[config.mk]
export PLATFORM = sky130hd
export DESIGN_NAME = serial_sum_collector_flat
export DESIGN_NICKNAME = d
export VERILOG_FILES = /design/src/rtl/serial_sum_collector_if.sv /design/src/rtl/serial_sum_collector.sv /design/src/flat_wrapper.sv
export SDC_FILE = /design/constraint.sdc
export NUM_CORES = 1
export LEC_CHECK = 0
export BUFFER_PORTS_ARGS = -buffer_cell sky130_fd_sc_hd__clkbuf_2
export CAP_MARGIN = 20
export CORE_MARGIN = 4
export CORE_UTILIZATION = 54
export DETAILED_ROUTE_END_ITERATION = 12
export GPL_ROUTABILITY_DRIVEN = 1
export GPL_TIMING_DRIVEN = 1
export PLACE_DENSITY = 0.81
export SYNTH_ARGS = -nofsm -noshare
export SYNTH_HDL_FRONTEND = slang
export SYNTH_SLANG_ARGS = --single-unit
[constraint.sdc]
create_clock -name clk -period 3.5 [get_ports clk]
set_input_delay 0.525 -clock clk [delete_from_list [all_inputs] [get_ports clk]]
set_output_delay 0.525 -clock clk [all_outputs]
set_load 0.03 [all_outputs]
[src/rtl/serial_sum_collector_if.sv]
// Signal bundle between the serial adder and the sum collector.
// master drives the serial bits and the consumer controls; slave is the collector.
interface serial_sum_collector_if #(
    parameter int WIDTH   = 4,
    parameter int COUNT_W = 8
);
    logic               bit_in;
    logic               bit_valid;
    logic               first;
    logic               carry_in;
    logic               res_ready;
    logic               clr_err;
    logic [WIDTH-1:0]   res_data;
    logic               res_carry;
    logic               res_valid;
    logic               busy;
    logic               frame_err;
    logic               overrun;
    logic [COUNT_W-1:0] word_count;

    modport master (
        output bit_in, bit_valid, first, carry_in, res_ready, clr_err,
        input  res_data, res_carry, res_valid, busy, frame_err, overrun, word_count
    );

    modport slave (
        input  bit_in, bit_valid, first, carry_in, res_ready, clr_err,
        output res_data, res_carry, res_valid, busy, frame_err, overrun, word_count
    );
endinterface

[src/rtl/serial_sum_collector.sv]
// Deserializes LSB-first sum bits plus the final carry into a WIDTH-bit word
// held in a one-deep valid/ready output register; assembly continues behind it.
module serial_sum_collector #(
    parameter int WIDTH   = 4,
    parameter int COUNT_W = 8
) (
    input  logic                  clk,
    input  logic                  rst,
    serial_sum_collector_if.slave bus
);
    localparam int               IDX_W    = (WIDTH > 1) ? $clog2(WIDTH) : 1;
    localparam logic [IDX_W-1:0] LAST_IDX = IDX_W'(WIDTH - 1);

    typedef enum logic {IDLE, SHIFT} state_t;

    state_t             state, state_nxt;
    logic [IDX_W-1:0]   idx, idx_nxt, idx_base;
    logic [WIDTH-1:0]   sreg, shifted;
    logic [WIDTH-1:0]   res_data_q;
    logic               res_carry_q, res_valid_q, frame_err_q, overrun_q;
    logic [COUNT_W-1:0] word_count_q;
    logic               accept, done, load, handoff, ferr_evt, ovr_evt;

    // New bit enters at the MSB so after WIDTH shifts bit k sits at position k.
    generate
        if (WIDTH == 1) begin : g_w1
            assign shifted = bus.bit_in;
        end else begin : g_wn
            assign shifted = {bus.bit_in, sreg[WIDTH-1:1]};
        end
    endgenerate

    always_comb begin
        state_nxt = state;
        idx_nxt   = idx;
        idx_base  = idx;
        accept    = 1'b0;
        ferr_evt  = 1'b0;
        case (state)
            IDLE: begin
                if (bus.bit_valid) begin
                    if (bus.first) begin
                        accept   = 1'b1;
                        idx_base = '0;
                    end else begin
                        ferr_evt = 1'b1;
                    end
                end
            end
            SHIFT: begin
                if (bus.bit_valid) begin
                    accept = 1'b1;
                    // A premature first abandons the partial word and restarts.
                    if (bus.first) begin
                        ferr_evt = 1'b1;
                        idx_base = '0;
                    end
                end
            end
            default: state_nxt = IDLE;
        endcase
        done = accept && (idx_base == LAST_IDX);
        if (accept) begin
            if (done) begin
                state_nxt = IDLE;
                idx_nxt   = '0;
            end else begin
                state_nxt = SHIFT;
                idx_nxt   = idx_base + IDX_W'(1);
            end
        end
        handoff = res_valid_q & bus.res_ready;
        load    = done & (~res_valid_q | bus.res_ready);
        ovr_evt = done & res_valid_q & ~bus.res_ready;
    end

    always_ff @(posedge clk or posedge rst) begin
        if (rst) begin
            state        <= IDLE;
            idx          <= '0;
            sreg         <= '0;
            res_data_q   <= '0;
            res_carry_q  <= 1'b0;
            res_valid_q  <= 1'b0;
            frame_err_q  <= 1'b0;
            overrun_q    <= 1'b0;
            word_count_q <= '0;
        end else begin
            state <= state_nxt;
            idx   <= idx_nxt;
            if (accept) begin
                sreg <= shifted;
            end
            if (load) begin
                res_data_q  <= shifted;
                res_carry_q <= bus.carry_in;
                res_valid_q <= 1'b1;
            end else if (handoff) begin
                res_valid_q <= 1'b0;
            end
            if (handoff) begin
                word_count_q <= word_count_q + COUNT_W'(1);
            end
            // A same-cycle error event takes precedence over the clear.
            frame_err_q <= ferr_evt | (frame_err_q & ~bus.clr_err);
            overrun_q   <= ovr_evt  | (overrun_q   & ~bus.clr_err);
        end
    end

    assign bus.res_data   = res_data_q;
    assign bus.res_carry  = res_carry_q;
    assign bus.res_valid  = res_valid_q;
    assign bus.busy       = (state == SHIFT);
    assign bus.frame_err  = frame_err_q;
    assign bus.overrun    = overrun_q;
    assign bus.word_count = word_count_q;
endmodule

[src/flat_wrapper.sv]
// flat-port wrapper written by rule: the top's interface ports become plain ports
module serial_sum_collector_flat 
#(
    parameter int WIDTH   = 4,
    parameter int COUNT_W = 8
)
  (clk, rst, bus_bit_in, bus_bit_valid, bus_first, bus_carry_in, bus_res_ready, bus_clr_err, bus_res_data, bus_res_carry, bus_res_valid, bus_busy, bus_frame_err, bus_overrun, bus_word_count);
  serial_sum_collector_if #(.WIDTH(WIDTH), .COUNT_W(COUNT_W)) bus_i ();
  input  logic clk;
  input  logic rst;
  input wire logic [$bits(bus_i.bit_in)-1:0] bus_bit_in;
  input wire logic [$bits(bus_i.bit_valid)-1:0] bus_bit_valid;
  input wire logic [$bits(bus_i.first)-1:0] bus_first;
  input wire logic [$bits(bus_i.carry_in)-1:0] bus_carry_in;
  input wire logic [$bits(bus_i.res_ready)-1:0] bus_res_ready;
  input wire logic [$bits(bus_i.clr_err)-1:0] bus_clr_err;
  output wire logic [$bits(bus_i.res_data)-1:0] bus_res_data;
  output wire logic [$bits(bus_i.res_carry)-1:0] bus_res_carry;
  output wire logic [$bits(bus_i.res_valid)-1:0] bus_res_valid;
  output wire logic [$bits(bus_i.busy)-1:0] bus_busy;
  output wire logic [$bits(bus_i.frame_err)-1:0] bus_frame_err;
  output wire logic [$bits(bus_i.overrun)-1:0] bus_overrun;
  output wire logic [$bits(bus_i.word_count)-1:0] bus_word_count;
  assign bus_i.bit_in = bus_bit_in;
  assign bus_i.bit_valid = bus_bit_valid;
  assign bus_i.first = bus_first;
  assign bus_i.carry_in = bus_carry_in;
  assign bus_i.res_ready = bus_res_ready;
  assign bus_i.clr_err = bus_clr_err;
  assign bus_res_data = bus_i.res_data;
  assign bus_res_carry = bus_i.res_carry;
  assign bus_res_valid = bus_i.res_valid;
  assign bus_busy = bus_i.busy;
  assign bus_frame_err = bus_i.frame_err;
  assign bus_overrun = bus_i.overrun;
  assign bus_word_count = bus_i.word_count;
  serial_sum_collector #(.WIDTH(WIDTH), .COUNT_W(COUNT_W)) u_core (.clk(clk), .rst(rst), .bus(bus_i));
endmodule
==> flow_summary.yaml <==
clock_tree:
  clock_latency_ns: 0.30
  cts_sinks: 22
  ctsHtreeMaxLevel: 1
  root_buffer: "clkbuf_4"
  clockBufferDepth: 2
  tritoncts: "done"
  cts_resized: 0
  post-cts-setup-buffers: 0
  cts_buffers: 3
  clkTransAtPathRegs_ns: 0.11
  hold_buffers: 0
pwr:
  power.share.clock_pct: 16.4
  p_sw_w: 0.000316
  power.share.sequential_pct: 46.1
  p_int_w: 0.000507
  pwr-share-comb_pct: 37.6
  power.leakage_nw: 0.620
  ir_drop_mv: 0.454
  power.density_nw_per_um2: 718
  swShare_pct: 38.4
worst_setup_path:
  reg2reg_setup_slack_ns: 1.92
  cp_cell_sequence: "clkbuf_2 -> a21boi_0 -> ha_1 -> nand3_4 -> mux2_4"
  worst_setup_path_end_kind: "flop"
  cp.required_ns: 3.69
  crit_slowest_cell: "ha_1"
  critPathMaxStageDelay_ns: 0.34
  r2r_end: "u_core.bus.res_data[0]"
  crit_path_start: "bus_bit_valid"
  crit_arrival_ns: 1.78
  critical_path.endpoint: "u_core.bus.res_data[0]"
  start_kind: "input port"
  critPathMaxFanout: 7
  ff2ff_path_depth: 4
  crit-reg2reg-launch: "u_core.idx[0]"
  criticalPathCategory: "input port to flop"
synth:
  async_flop_share_pct: 100
  synth_edf_count: 0
  ys_top_cells_by_count: "22 x dfrtp_1, 17 x nand2_1, 5 x mux2_4"
  yosys.area.top_type: "dfrtp_1"
  synthCells: 81
  ys_types: 22
  synth_top_area_share_pct: 57.4
  yosysMostFrequentCell: "dfrtp_1"
  synth-main-ff-cell: "dfrtp_1"
  netlist_area_sq_um: 960
  synth_seq_cells: 22
  yosysWarningCount: 0
  syn_avg_cell_area_sq_um: 11.8
  synthTopCellsByArea: "dfrtp_1 57%, mux2_4 7.8%, nand2_1 6.6%, xnor2_1 3.7%, xor2_1 3.7%"
  ys_seq_area_share_pct: 57.4
  syn_nets: 91
timing:
  maxSlewViolCount: 0
  tns_ns: 0
  final-setup-viol-count: 0
  post-route-period-util_pct: 45.3
  min_period_ns: 1.58
  fin_skew_ns: 0.000811
  worst_slew_margin_rel_pct: 46.6
  tightest_slew_ns: 0.801
  final-hold-violation-count: 0
  rsz0062_at_grt: "no"
  max_freq_mhz: 631
layout:
  layout-drive-gt1-share_pct: 33.0
  num-nets-final: 120
  area_growth_pct: 19.4
  n_antenna_cell: 0
  fin_util_pct: 71.9
die:
  die_w_microns: 50.2
  rows: 14
  dieArea_sq_um: 2520
  initial_core_util_pct: 60.2
  coreArea_sq_um: 1590
  ios: 25
  die_h_microns: 50.2
detailed_routing:
  via_count: 667
  antenna_left: 0
  drtIter0Drc: 9
  route.detailed.drc: 0
  vias_per_cell: 5.02
  drtPass1Iterations: 4
  avgRoutedWirePerCell_microns: 12.3
  routed_wl_microns: 1640
grt:
  grt.overflow.total: 0
  grt_pass1_vias: 674
  grt_usage_pct: 14.7
  antenna_found_initial: 0
  grt_first_pass_wirelength_microns: 2800
  grt_max_degree: 23
placement:
  place_hpwl_microns: 1300
  port_buffers: 24
  globalplace.congestion: 0.767
run_status:
  status: "completed"
worst_hold_path:
  hold_class: "input port to async pin"
job:
  drv_cap: 0
state kept, by name, indices dropped and copies added, names as in the netlist:
signal,cells
u_core.bus.word_count,8
u_core.bus.res_valid,1
u_core.idx,2
u_core.bus.busy,1
u_core.bus.res_data,4
u_core.bus.frame_err,1
u_core.sreg,3
u_core.bus.overrun,1
u_core.bus.res_carry,1
power groups by stage:
stage	Sequential, W	Combinational [W]	Clock, W
2_1_floorplan	0.000477	0.000128	0
3_3_place_gp	0.000381	0.000306	0
3_5_place_dp	0.000384	0.000316	0
4_1_cts	0.000380	0.000315	0.000138
5_1_grt	0.000390	0.000337	0.000148
6_report	0.000379	0.000309	0.000135
cell families (layout without fill, tap and decap cells):
family | count (synthesis) | count (layout) | share of synthesized area [%]
AND/OR/NAND/NOR | 30 | 30 | 15.4
AO/OA/AOI/OAI | 10 | 10 | 7.17
flip-flops | 22 | 22 | 57.4
adder cells (fa/ha/maj) | 2 | 2 | 2.61
buffers and inverters | 3 | 31 | 1.17
XOR/XNOR | 8 | 8 | 7.30
multiplexers | 6 | 6 | 9.00
critical path, delay by kind of cell:
kind            cells  cell delay (ns)
mux                 1             0.33
buf+inv             1             0.13
simple gates        1             0.16
compound gates      1             0.30
fa+ha+maj           1             0.34
layer usage:
layer | global-route usage (%) | vias to the layer above | share of wire [%]
met5 | 0 | - | 0
met4 | 6.91 | 0 | 0.79
met3 | 2.96 | 2 | 4.9
met2 | 27.6 | 13 | 52
met1 | 15.5 | 322 | 42
li1 | - | 330 | -
metrics by stage:
step                setup slack [ns]  hold slack (ns)  total power [W]  instance area, sq um  std cells
floorplan                       1.91            0.442         0.000605                   960         81
global placement                1.72            0.456         0.000687                  1110        129
detailed placement              1.59            0.461         0.000700                  1110        129
CTS                             1.92            0.361         0.000833                  1150        133
global route                    1.85            0.405         0.000875                  1150        133
finish                          1.92            0.341         0.000823                  1150        133
how the worst min path moves through the flow:
stage / end / slack, ns
global route: u_core.bus.word_count[6] / 0.40
detailed placement: u_core.bus.word_count[7] / 0.46
global placement: u_core.bus.word_count[7] / 0.46
finish: u_core.bus.word_count[3] / 0.34
CTS: u_core.bus.word_count[6] / 0.36
floorplan: u_core.idx[0] / 0.44
layout make-up:
| class | count | area, sq um |
|---|---|---|
| sequential | 22 | 551 |
| fill | 118 | 448 |
| multi-input combinational | 56 | 398 |
| timing repair buffer | 24 | 120 |
| clock buffer | 4 | 36.3 |
| tap | 24 | 30.0 |
| inverter | 3 | 11.3 |
placed cells by master (no fill, tap or decap), types with 2 or more instances in the layout:
cell,count
nand2_1,17
and3_1,3
nand3_1,3
clkbuf_4,3
xor2_1,4
o21ai_0,2
inv_1,3
mux2_4,5
nor3_1,2
nand2b_1,2
xnor2_1,4
dfrtp_1,22
a21oi_1,2
ha_1,2
clkbuf_2,24
a21boi_0,2
No activity file was read; power rests on OpenSTA's default activity.
